## src/rtl/seq_det_pkg.sv

```systemverilog
// Shared types and constants for the serial sequence detector.
package seq_det_pkg;

    typedef enum logic [1:0] {
        ST_IDLE,
        ST_ARMED,
        ST_RUN,
        ST_DONE
    } state_t;

    localparam int PAT_W_DEFAULT = 8;
    localparam int CNT_W_DEFAULT = 8;
    localparam int LEN_MIN       = 1;

    // A pattern length is usable only if it is non-zero and fits the history.
    function automatic logic len_legal(input logic [3:0] len, input int pat_w);
        return (int'(len) >= LEN_MIN) && (int'(len) <= pat_w);
    endfunction

endpackage

```

## src/rtl/seq_match_core.sv

```systemverilog
// History shift register, saturating fill counter and pattern compare.
module seq_match_core
    import seq_det_pkg::*;
#(
    parameter int PAT_W = PAT_W_DEFAULT
) (
    input  logic             clk,
    input  logic             rst,
    input  logic             clear,
    input  logic             shift,
    input  logic             x,
    input  logic [PAT_W-1:0] pattern,
    input  logic [3:0]       len,
    input  logic             overlap,
    output logic             match
);

    localparam int FILL_W = $clog2(PAT_W + 1);

    logic [PAT_W-1:0]  history;
    logic [PAT_W-1:0]  history_next;
    logic [PAT_W-1:0]  mask;
    logic [FILL_W-1:0] fill;
    logic [FILL_W-1:0] fill_next;

    // The match looks at the history as it will be after this shift.
    always_comb begin
        history_next    = history << 1;
        history_next[0] = x;
        fill_next       = (fill == FILL_W'(PAT_W)) ? fill : fill + FILL_W'(1);
        mask            = '0;
        for (int i = 0; i < PAT_W; i++) begin
            if (i < int'(len)) begin
                mask[i] = 1'b1;
            end
        end
        match = shift && (int'(fill_next) >= int'(len)) &&
                ((history_next & mask) == (pattern & mask));
    end

    always_ff @(posedge clk) begin
        if (rst || clear) begin
            history <= '0;
            fill    <= '0;
        end else if (shift) begin
            history <= history_next;
            fill    <= (match && !overlap) ? '0 : fill_next;
        end
    end

endmodule

```

## src/rtl/seq_det_ctrl.sv

```systemverilog
// Configurable serial sequence detector: config handshake, run control and match counting.
module seq_det_ctrl
    import seq_det_pkg::*;
#(
    parameter int PAT_W = PAT_W_DEFAULT,
    parameter int CNT_W = CNT_W_DEFAULT
) (
    input  logic             clk,
    input  logic             rst,
    input  logic             cfg_valid,
    output logic             cfg_ready,
    input  logic [PAT_W-1:0] cfg_pattern,
    input  logic [3:0]       cfg_len,
    input  logic             cfg_overlap,
    input  logic [CNT_W-1:0] cfg_target,
    input  logic             start,
    input  logic             abort,
    input  logic             x,
    input  logic             x_valid,
    output logic             z,
    output logic [CNT_W-1:0] match_cnt,
    output logic             busy,
    output logic             done,
    output logic             err
);

    state_t           state;
    logic [PAT_W-1:0] pattern_q;
    logic [3:0]       len_q;
    logic             overlap_q;
    logic [CNT_W-1:0] target_q;

    logic             cfg_xfer;
    logic             cfg_ok;
    logic             start_go;
    logic             shift;
    logic             match;
    logic [CNT_W-1:0] cnt_next;

    assign cfg_ready = (state != ST_RUN);
    assign busy      = (state == ST_RUN);
    assign done      = (state == ST_DONE);

    // A config transfer in the same cycle always shadows start; abort suppresses the shift.
    always_comb begin
        cfg_xfer = cfg_valid && cfg_ready;
        cfg_ok   = len_legal(cfg_len, PAT_W);
        start_go = start && !cfg_xfer && ((state == ST_ARMED) || (state == ST_DONE));
        shift    = (state == ST_RUN) && x_valid && !abort;
        cnt_next = (&match_cnt) ? match_cnt : match_cnt + CNT_W'(1);
    end

    seq_match_core #(
        .PAT_W (PAT_W)
    ) u_core (
        .clk     (clk),
        .rst     (rst),
        .clear   (start_go),
        .shift   (shift),
        .x       (x),
        .pattern (pattern_q),
        .len     (len_q),
        .overlap (overlap_q),
        .match   (match)
    );

    always_ff @(posedge clk) begin
        if (rst) begin
            state     <= ST_IDLE;
            pattern_q <= '0;
            len_q     <= '0;
            overlap_q <= 1'b0;
            target_q  <= '0;
            match_cnt <= '0;
            z         <= 1'b0;
            err       <= 1'b0;
        end else begin
            z   <= 1'b0;
            err <= 1'b0;
            case (state)
                ST_IDLE, ST_ARMED, ST_DONE: begin
                    if (cfg_xfer) begin
                        if (cfg_ok) begin
                            pattern_q <= cfg_pattern;
                            len_q     <= cfg_len;
                            overlap_q <= cfg_overlap;
                            target_q  <= cfg_target;
                            state     <= ST_ARMED;
                        end else begin
                            err <= 1'b1;
                        end
                    end else if (start_go) begin
                        match_cnt <= '0;
                        state     <= ST_RUN;
                    end
                end
                ST_RUN: begin
                    if (abort) begin
                        state <= ST_ARMED;
                    end else if (match) begin
                        z         <= 1'b1;
                        match_cnt <= cnt_next;
                        if ((target_q != '0) && (cnt_next == target_q)) begin
                            state <= ST_DONE;
                        end
                    end
                end
                default: state <= ST_IDLE;
            endcase
        end
    end

endmodule
```

## config.mk

```make
export PLATFORM = sky130hd
export DESIGN_NAME = seq_det_ctrl
export DESIGN_NICKNAME = d
export VERILOG_FILES = /design/src/rtl/seq_det_pkg.sv /design/src/rtl/seq_match_core.sv /design/src/rtl/seq_det_ctrl.sv
export SDC_FILE = /design/constraint.sdc
export NUM_CORES = 1
export LEC_CHECK = 0
export BUFFER_PORTS_ARGS = -buffer_cell sky130_fd_sc_hd__buf_4
export CAP_MARGIN = 15
export CORE_UTILIZATION = 53
export CTS_BUF_LIST = sky130_fd_sc_hd__clkbuf_2
export CTS_CLUSTER_DIAMETER = 40
export DETAILED_ROUTE_END_ITERATION = 10
export GPL_TIMING_DRIVEN = 1
export HOLD_SLACK_MARGIN = 0.12
export PLACE_DENSITY = 0.79
export SYNTH_ARGS = -nofsm -noshare
export SYNTH_HDL_FRONTEND = slang
export SYNTH_SLANG_ARGS = --single-unit
```

## constraint.sdc

```tcl
create_clock -name clk -period 2.7 [get_ports clk]
set_input_delay 0 -clock clk [delete_from_list [all_inputs] [get_ports clk]]
set_output_delay 0 -clock clk [all_outputs]
set_load 0.02 [all_outputs]
```

Yosys cells after proc, flatten, opt, wreduce, memory -nomap -nowiden
Cells that the tools add are included.

cells by class
  add/sub/neg operators = 2
  equality and inequality tests = 15
  reduce and logical (&&, ||, !) cells = 24
  bitwise operators = 5
  order comparisons = 11
  multiplexer cells = 25

operators by type and width
  operator             number
  $mux 8               5
  $and 8x8->8          2
  $eq 8x8->1           2
  $lt 3x4->1 const A   4
  $pmux 8 s2           1
  $mux 2               6
  $logic_and 1x1->1    10
  $mux 1               10
  $ne 3x2->1 const B   3
  $reduce_or 3->1      3
  $add 8x1->8 const B  1
  $lt 1x4->1 const A   2
  $lt 2x4->1 const A   2
  $mux 4               2
  $reduce_and 4->1     2
  $reduce_and 8->1     1
  $reduce_bool 8->1    1
  $ne 2x2->1 const B   3
  $add 4x1->4 const B  1
  $eq 2x2->1 const B   2
  $eq 4x4->1 const B   1
  $ge 4x1->1 const B   1
  $ge 4x4->1           1
  $le 4x4->1 const B   1
  9 further kinds      15

storage, ports and cells
  logic and storage cells = 92
  output and inout bits = 13
  register bits = 44
  bits of input ports = 28

Depth between registers and ports, before layout
Gate-level depths: netlist of run 1.

  depth after elaboration = 8
  mapped depth = 13
  mapped depth without buffers = 12

Hierarchy
From an unflattened synthesis of run 1, not the netlist that was laid out.

second synthesis, totals
  cell total of the unflattened synthesis = 282
  area total of the unflattened synthesis = 2468.6 µm²

by module, submodules not included
  module          area an instance (µm²)  sequential area each (µm²)  instances  cells each
  seq_det_ctrl    1710.4                  660.6                       1          194
  seq_match_core  758.2                   220.2                       1          88

Worst setup path after synthesis of run 1
No wires, ideal clock.

  path type = reg-to-reg
  start point = register u_core.fill[0]
  end point = register match_cnt[2]
  arrival time = 2.137 ns
  buffers on the path = 1
  required time = 2.560 ns
  stages on the path, launching flop included = 14
  setup slack = 0.424 ns
  clock period less this slack = 2.276 ns
  library setup time = 0.140 ns
  cells stage by stage = dfxtp_1 inv_1 ha_1 nand2_1 nor2_1 xnor2_1 ha_1 nand2b_1 a211o_1 a21oi_1 a211oi_2 buf_4 a21oi_1 a311oi_2

between the ends
  longest elaborated chain between the ends = 7
  elaborated cells between the ends (all ways) = 8
  classes of those cells = 1 x add/sub; 1 x order compare; 2 x eq/ne; 1 x mux; 3 x reduce/logical

ends and longest elaborated chain
  what                                              RTL line              text
  from (decl)                                       seq_match_core.sv:23  logic [FILL_W-1:0] fill;
  from (signal assigned)                            seq_match_core.sv:47  fill <= (match && !overlap) ? '0 : fill_next;
  $add 4x1->4 / $eq 4x4->1 (equally long branches)  seq_match_core.sv:30  fill_next = (fill == FILL_W'(PAT_W)) ? fill : fill + FILL_W'(1);
  $mux 4 (*)                                        seq_match_core.sv:30
  $ge 4x4->1 (*)                                    seq_match_core.sv:37  match = shift && (int'(fill_next) >= int'(len)) &&
  $logic_and 1x1->1 (*) (2 in a row)                seq_match_core.sv:37
  $ne 2x1->1 (no line) (*)                          n/a
  $reduce_and 4->1 (no line) (*)                    n/a
  to (signal assigned)                              seq_det_ctrl.sv:102   match_cnt <= cnt_next;
  to (decl)                                         seq_det_ctrl.sv:21    output logic [CNT_W-1:0] match_cnt,

Mark *: on every way between the ends. The rest lies on a longest branch, timed or not.
A chain may end at the register's enable or synchronous reset.

Worst setup path in the final report of run 1
  start point = register state[0]
  end point = register state[1]

between the ends
  longest elaborated chain between the ends = 7
  elaborated cells between the ends (all ways) = 22
  classes of those cells = 8 x eq/ne; 2 x mux; 12 x reduce/logical

ends and longest elaborated chain
  what                                                         RTL line                                                    text
  from (decl)                                                  seq_det_ctrl.sv:27                                          state_t state;
  from (signal assigned)                                       seq_det_ctrl.sv:69                                          state <= ST_IDLE;
  from (signal assigned)                                       seq_det_ctrl.sv:88                                          state <= ST_ARMED;
  from (signal assigned)                                       seq_det_ctrl.sv:94                                          state <= ST_RUN;
  $ne 2x2->1 / $eq 2x2->1 (equally long branches)              seq_det_ctrl.sv:40, seq_det_ctrl.sv:49, seq_det_ctrl.sv:80
  $logic_and 1x1->1 (on tied branches)                         seq_det_ctrl.sv:46, seq_det_ctrl.sv:49
  $logic_not 1->1 / $logic_and 1x1->1 (equally long branches)  seq_det_ctrl.sv:48, seq_det_ctrl.sv:49
  $logic_and 1x1->1 (on tied branches) (2 in a row)            seq_det_ctrl.sv:48, seq_match_core.sv:37
  $ne 3x2->1 (no line)                                         n/a
  $reduce_and 4->1 (no line)                                   n/a

Several ways; a longest one is shown, not always the timed one.

==> run summary, run 1 <==
Status = complete, no violations
Worst r2r src = state[0]
Fin Setup TNS = 0 ns
Worst r2r path cells = 7
Worst setup path start = state[0]
#FFs+latches synth = 44
Slew headroom = 0.529
WL per Instance = 17.0 um
CTS Sinks = 44
# H-tree levels = 2
CTS tree = built
CP dominant cell by count = nand2_1
Least-Margin Pin Slew = 0.706 ns
Critical R2R Capture = state[1]
Startpoint Class = flop
Initial Util = 0.565
Layout area overhead = 35.2%
Max FO, Critical Path = 13
Detailed Place HPWL = 4.20 mm
Gate power share = 0.185
Top-area cell type share of the netlist area = 0.348
GR Util All Layers = 0.322
P_int = 0.858 mW
Clk_lat worst skew = 0.41 ns
TritonCTS Buffers = 5
Global-route wire length before repair = 12.8 mm
Global route total overflow = 0
Worst EP arrival = 2.91 ns
Synth area leader = dfxtp_1
Ports = 41
Worst hold path type = in2reg
Synth cell types = 62
Share of post-route cells with drive strength above 1 = 0.199
DRC viols = 0
Drt first pass iters = 7
Ys flop type = dfxtp_1
Post-synth net total = 352
CTS Buffer Depth = 2
Leak = 1.40 nW
EDFF count, synth = 0
Via count = 2767
Hold Vio Cnt, Final = 0
Worst setup path end = state[1]
Initial antenna violation count = 0
Tmin final = 2.59 ns
Core Util, Final = 0.764
RD Place Congestion = 0.907
Worst Skew = 0.0303 ns
Slowest CP cell = dlygate4sd3_1
Sw frac = 0.289
Antenna viol nets, final = 0
Iteration-0 DRC count of the detailed router = 338
Port bufs = 40
Layout Nets = 442
Final period utilization = 0.960
Die Wd = 71.1 um
Die area = 5050 um^2
Row count = 24
Number of global-route vias before repair = 2687
Antenna diodes = 0
Synth warn = 0
Die Y = 71.1 um
Root Buffer Master = clkbuf_2
Top cells by area, synth = dfxtp_1 (35%), nand2_1 (11%), a21oi_1 (7.5%)
Cell Area, Synth = 2530 um^2
Commonest non-fill, non-tap cell in the layout = nand2_1
Setup slack, reg-to-reg = 0.11 ns
Largest net degree at the start of global routing = 32
Synthesized area per cell = 7.98 um^2
Share of the yosys chip area belonging to registers = 0.348
Worst path max stage delay = 0.58 ns
Routed Wire Length = 7.81 mm
Fmax = 386 MHz
Footprint of the multi-input gates = 1470 um^2
Max-Cap Viols = 0
PwrDens = 353 nW/um^2
Required @ worst endpoint = 3.02 ns
Total core area = 4470 um^2
Most frequent cells in the layout = nand2_1 (71), buf_4 (52), dlygate4sd3_1 (51), dfxtp_1 (42), a21oi_1 (37)
Switch Pwr = 0.349 mW
Post-synthesis async set-or-reset flop share = 0
Setup Viol. Count Final = 0
Crit-path cells = nand2b_1 > nand4_1 > nand2_1 > o21ai_0 > nand2_1 > a21oi_1 > dlygate4sd3_1
Reg power frac = 0.575
Slew Limit Fails = 0
Register area = 883 um^2
Clock transition at path regs = 0.25 ns
Fillers = 265
Crit end category = flop
Vias per cell = 6.02
VDD IR-drop max = 0.324 mV
Clock Power Share = 0.240
Cell count after synthesis = 317
Critical path class = reg2reg
-- cell type report --
cell class                      instances  area share
Sequential cell                        44       0.258
Clock buffer                            6     0.00878
Inverter                               11      0.0121
Clock inverter                          2     0.00476
Timing Repair Buffer                  104       0.267
Tap cell                               52      0.0190
Multi-Input combinational cell        241       0.430
-- state kept, by name, summed over array words and instances (netlist names) --
register,cells
u_core.fill,4
len_q,4
err,1
state,2
pattern_q,8
overlap_q,1
z,1
u_core.history,7
match_cnt,8
target_q,8
-- metal layers --
metal	global-route usage	vias up	share of wire
li1	-	1295	-
met1	0.427	1282	0.42
met2	0.519	156	0.47
met3	0.0570	34	0.073
met4	0.136	0	0.036
met5	0	-	0
-- repair_timing --
action | in CTS | in global routing
hold buffers | 51 | 0
setup endpoints to repair | 0 | 10
buffers inserted | 0 | 2
hold endpoints to repair | 37 | 0
gates resized for setup | 0 | 7
-- through the flow --
step                std cells  power, mW  hold slack [ns]  setup WS, ns  cell area [um^2]
floorplan                 317      0.793            0.133         0.424              2530
global placement          399      0.849            0.245         0.175              2830
detailed placement        399      0.852            0.255        0.0974              2830
CTS                       458       1.18            0.145        0.0402              3380
global route              460       1.25            0.133       -0.0392              3420
finish                    460       1.21            0.142         0.108              3420
-- cells in the mapped netlist, drive strengths merged, types with 2 or more instances --
library cell and number:
and2 3, nand3 12, o21a 2, xnor2 9
nor2 11, nor3 5, dfxtp 44, o221ai 3
and3 3, a31oi 3, xor2 7, ha 7
nor4 2, a22oi 2, buf 8, o31ai 2
or3 2, a31o 2, clkbuf 13, or2 2
inv 11, nor2b 3, o21ai 13, nand2 71
nand4 4, a21oi 38, mux2i 4, nand2b 4
a311oi 6, a211oi 2
-- power groups by stage --
stage	Combinational [mW]	Clock, mW	Sequential (mW)
3_3_place_gp	0.145	0	0.703
2_1_floorplan	0.0954	0	0.698
3_5_place_dp	0.148	0	0.704
4_1_cts	0.202	0.288	0.691
6_report	0.223	0.289	0.695
5_1_grt	0.239	0.313	0.696
-- logic make-up (layout without fill, tap and decap cells) --
family / Yosys count / in the layout / share of synthesized area
xor+xnor: 16 / 16 / 0.0554
simple gates: 130 / 130 / 0.242
fa+ha+maj: 7 / 7 / 0.0346
compound gates: 83 / 83 / 0.223
flops: 44 / 44 / 0.348
buf+inv: 32 / 123 / 0.0762
mux: 5 / 5 / 0.0203
-- worst max-delay path, delay by kind of cell (launching register included) --
family,cells,cell delay (ns)
AND/OR/NAND/NOR,4,1.25
buffers and inverters,1,0.58
flip-flops,1,0.47
AO/OA/AOI/OAI,2,0.20
-- worst min-delay path by stage --
stage	from	end	slack (ns)	cells past startpoint
finish	x_valid	u_core.history[5]	0.14	5
global route	x_valid	u_core.history[6]	0.13	5
CTS	x_valid	u_core.history[5]	0.15	5
detailed placement	cfg_pattern[0]	pattern_q[0]	0.26	3
global placement	cfg_pattern[2]	pattern_q[2]	0.25	3
floorplan	cfg_target[0]	target_q[0]	0.13	2
(Power assumes the default switching activity.)
==> run 2, diff against run 1 <==
CTS_BUF_LIST = sky130_fd_sc_hd__clkbuf_4 sky130_fd_sc_hd__clkbuf_8   (was sky130_fd_sc_hd__clkbuf_2)
clock period = 2.9 ns   (was 2.7 ns; I/O delays follow)
==> run summary, run 2 (same netlist as run 1, synthesis figures left out) <==
Clk_lat worst skew = 0.30 ns
CTS tree = built
GR Util All Layers = 0.300
PwrDens = 394 nW/um^2
Setup slack, reg-to-reg = 0.19 ns
Row count = 24
Die Wd = 71.1 um
Global route total overflow = 0
HP Start = rst
Worst path max stage delay = 0.38 ns
Total core area = 4470 um^2
Max FO, Critical Path = 14
Tmin final = 2.71 ns
Least-Margin Pin Slew = 0.765 ns
Startpoint Class = flop
TritonCTS Buffers = 5
Fmax = 369 MHz
Commonest non-fill, non-tap cell in the layout = nand2_1
Initial Util = 0.565
Via count = 2629
Post-route setup slack = 0.191 ns
Die Y = 71.1 um
Crit end category = flop
Worst setup path start = u_core.fill[0]
Clock transition at path regs = 0.09 ns
Slowest CP cell = dfxtp_1
Worst EP arrival = 2.90 ns
WL per Instance = 15.8 um
Slew Limit Fails = 0
Final period utilization = 0.934
Die area = 5050 um^2
Register area = 881 um^2
Iteration-0 DRC count of the detailed router = 305
Routed Wire Length = 7.08 mm
Most frequent cells in the layout = nand2_1 (71), dlygate4sd3_1 (47), buf_4 (46), dfxtp_1 (44), a21oi_1 (38)
Max-Cap Viols = 0
Hold Vio Cnt, Final = 0
VDD IR-drop max = 0.294 mV
# H-tree levels = 2
Worst hold path type = in2reg
Largest net degree at the start of global routing = 32
Biggest regs = match_cnt (8), pattern_q (8), target_q (8)
Worst Skew = 0.00862 ns
Crit-path cells = inv_1 > ha_1 > nand2_1 > nor2_1 > xnor2_1 > ha_1 > nand2b_1 > a211o_1 > a21oi_1 > a211oi_4 > and2_1 > a311oi_1
Slew headroom = 0.489
Setup WS pre-CTS = 0.159 ns
Share of post-route cells with drive strength above 1 = 0.171
CTS Sinks = 44
Initial antenna violation count = 0
Layout Nets = 431
Cell Area, Placed = 2790 um^2
WP buf/inv = 1
Root Buffer Master = clkbuf_8
Required @ worst endpoint = 3.09 ns
Core Util, Final = 0.757
Global-route wire length before repair = 12.0 mm
CTS Buffer Depth = 2
CP delay by family, top = compound AO/OA/AOI/OAI gates
Worst r2r src = u_core.fill[0]
DRC viols = 0
Antenna viol nets, final = 0
Hold WS = 0.145 ns
Post-route cell area = 3390 um^2
Port bufs = 40
Antenna diodes = 0
Layout area overhead = 33.9%
Critical path class = reg2reg
Drt first pass iters = 6
Footprint of the multi-input gates = 1460 um^2
Number of global-route vias before repair = 2540
Vias per cell = 5.86
Ports = 41
Setup Viol. Count Final = 0
RD Place Congestion = 0.932
Detailed Place HPWL = 4.13 mm
CP dominant cell by count = ha_1
Leak = 1.37 nW
Status = complete, no violations
Fillers = 273
==> run 2: layout make-up <==
cell class	count	area share
well taps	52	0.0192
clock buffers	6	0.0244
inverters	11	0.0122
multi-input cells	241	0.432
clock inverters	2	0.0115
flip-flops and latches	44	0.260
repair buffers	93	0.241
==> run 2: through the flow <==
| stage | cells | setup TNS [ns] | power, mW |
|---|---|---|---|
| after detailed placement | 394 | 0 | 0.793 |
| after global placement | 394 | 0 | 0.791 |
| after global routing | 449 | -0.0444 | 1.38 |
| after CTS | 449 | 0 | 1.33 |
| after floorplan | 317 | 0 | 0.739 |
| final | 449 | 0 | 1.33 |
==> run 2: worst reg2reg max path: cells and delay by family, from the launching register on <==
kind / cells / cell delay [ns]
adders and majority gates: 2 / 0.47
DFF: 1 / 0.38
xor gates and xnor gates: 1 / 0.22
AOI/OAI and AO/OA: 4 / 0.95
and+or+nand+nor: 4 / 0.49
buffers and inverters: 1 / 0.09
==> run 2: repair_timing <==
| action | 4_1_cts | 5_1_grt |
|---|---|---|
| endpoints found under the hold margin | 25 | 0 |
| gates resized for setup | 0 | 1 |
| setup buffers | 0 | 0 |
| endpoints found under the setup margin | 0 | 10 |
| hold buffers | 47 | 0 |
==> run 2: path summary, 6_finish.rpt <==
path	cells after the start	to
max	12	match_cnt[3]
min	2	err
max reg2reg	12	match_cnt[3]
min reg2reg	2	u_core.history[6]
==> run 2: layer usage <==
metal,track usage,wire length (um),up-vias
met5,0,0,-
met4,0.0867,93,0
met3,0.0399,352,10
met2,0.507,3440,90
met1,0.402,3190,1262
li1,-,-,1267
==> run 2: power by group <==
group / total (mW) / internal [mW] / switching [mW]
clock network: 0.492 / 0.282 / 0.210
registers: 0.643 / 0.621 / 0.0218
logic: 0.198 / 0.107 / 0.0912
==> run 3, diff against run 2 <==
--- a/config.mk
+++ b/config.mk
@@ -9,2 +9,3 @@
 export CAP_MARGIN = 15
+export CORE_ASPECT_RATIO = 0.9
 export CORE_UTILIZATION = 53
--- a/constraint.sdc
+++ b/constraint.sdc
@@ -3,2 +3,2 @@
 set_output_delay 0 -clock clk [all_outputs]
-set_load 0.02 [all_outputs]
+set_load 0.005 [all_outputs]
==> run summary, run 3 (same netlist as run 1, synthesis figures left out) <==
Clock transition at path regs = 0.09 ns
Crit end category = flop
WP buf/inv = 1
Biggest regs = match_cnt (8), pattern_q (8), target_q (8)
CTS tree = built
Iteration-0 DRC count of the detailed router = 241
Max FO, Critical Path = 14
Commonest non-fill, non-tap cell in the layout = nand2_1
Post-Layout Cell Count = 456
Max-Cap Viols = 0
Antenna diodes = 0
CTS Sinks = 44
Drt first pass iters = 5
Ports = 41
Row count = 23
Layout area overhead = 33.4%
Fillers = 300
Critical path class = reg2reg
PwrDens = 400 nW/um^2
Slew Limit Fails = 0
Fin Setup TNS = 0 ns
Worst r2r src = u_core.fill[0]
Total core area = 4520 um^2
CP dominant cell by count = ha_1
Setup Viol. Count Final = 0
CP delay by family, top = compound AO/OA/AOI/OAI gates
Antenna viol nets, final = 0
Cell Area, Placed = 2800 um^2
Slew headroom = 0.517
Die area = 5050 um^2
GR Util All Layers = 0.317
Worst Skew = 0.00628 ns
Root Buffer Master = clkbuf_8
Worst setup path start = u_core.fill[0]
Tmin final = 2.65 ns
Largest net degree at the start of global routing = 32
Die Y = 67.5 um
Total placed cells including tap cells = 404
Required @ worst endpoint = 3.11 ns
Slowest CP cell = a211oi_4
TritonCTS Buffers = 5
Most frequent cells in the layout = nand2_1 (71), buf_4 (46), dfxtp_1 (44), dlygate4sd3_1 (44), a21oi_1 (37)
Detailed Place HPWL = 4.40 mm
Least-Margin Pin Slew = 0.722 ns
Leak = 1.35 nW
DRC viols = 0
Setup WS pre-CTS = 0.136 ns
Final period utilization = 0.914
RD Place Congestion = 0.943
Worst hold path type = in2reg
Hold Vio Cnt, Final = 0
Worst EP arrival = 2.87 ns
Share of post-route cells with drive strength above 1 = 0.175
Worst path max stage delay = 0.49 ns
Unrepaired setup endpoints after global routing = no
Hold WS = 0.158 ns
Via count = 2706
Post-route setup slack = 0.248 ns
Startpoint Class = flop
Number of global-route vias before repair = 2488
Fmax = 377 MHz
Initial Util = 0.560
Die Wd = 74.8 um
Initial antenna violation count = 0
Port bufs = 40
Clk_lat worst skew = 0.30 ns
Global route total overflow = 0
VDD IR-drop max = 0.380 mV
Global-route wire length before repair = 12.0 mm
Vias per cell = 5.93
CTS Buffer Depth = 2
Crit-path cells = inv_1 > ha_1 > nand2_1 > nor2_1 > xnor2_1 > ha_1 > nand2b_1 > a211o_1 > a21oi_2 > a211oi_4 > or2b_1 > o31ai_2
HP Start = rst
Layout Nets = 428
# H-tree levels = 2
Routed Wire Length = 7.57 mm
Post-route cell area = 3370 um^2
Status = complete, no violations
WL per Instance = 16.6 um
## run 3: changes by cell type in the layout (fill, tap and decap cells not counted), sizes merged
cell,previous run,this run
dlygate4sd3,47,44
## run 3: where the power goes
part	internal, mW	switching [mW]	total, mW
combinational	0.103	0.0916	0.195
clock	0.282	0.227	0.509
sequential	0.622	0.0226	0.644
total	1.01	0.341	1.35
## run 3: worst paths after layout
path                        to  slack, ns  cells after the start
min reg2reg  u_core.history[6]       0.48                      2
max                   state[0]       0.25                     12
max reg2reg           state[0]       0.25                     12
min                   len_q[1]       0.16                      2
## run 3: metrics by stage
stage	total power [mW]	utilization
after floorplan	0.737	-
after global placement	0.788	0.620
after detailed placement	0.792	0.620
after CTS	1.33	0.744
after global routing	1.39	0.747
final	1.35	0.747
## run 3: final cells by class
| type | instances | area [um^2] | area share |
|---|---|---|---|
| Clock inverter | 2 | 38.8 | 0.0115 |
| Multi-Input combinational cell | 241 | 1470 | 0.435 |
| Sequential cell | 44 | 881 | 0.261 |
| Timing Repair Buffer | 90 | 786 | 0.233 |
| Inverter | 11 | 41.3 | 0.0122 |
| Tap cell | 62 | 77.6 | 0.0230 |
| Clock buffer | 6 | 82.6 | 0.0245 |
## run 3: layer usage
metal,share of wire,track usage
met1,0.43,0.427
met2,0.49,0.533
met3,0.067,0.0433
met4,0.016,0.0825
met5,0,0
## run 3: repair_timing
| item | CTS | global route |
|---|---|---|
| hold buffers | 44 | 0 |
| setup endpoints to repair | 0 | 12 |
| buffers inserted | 0 | 0 |
| hold endpoints to repair | 24 | 0 |
| gates resized for setup | 0 | 2 |
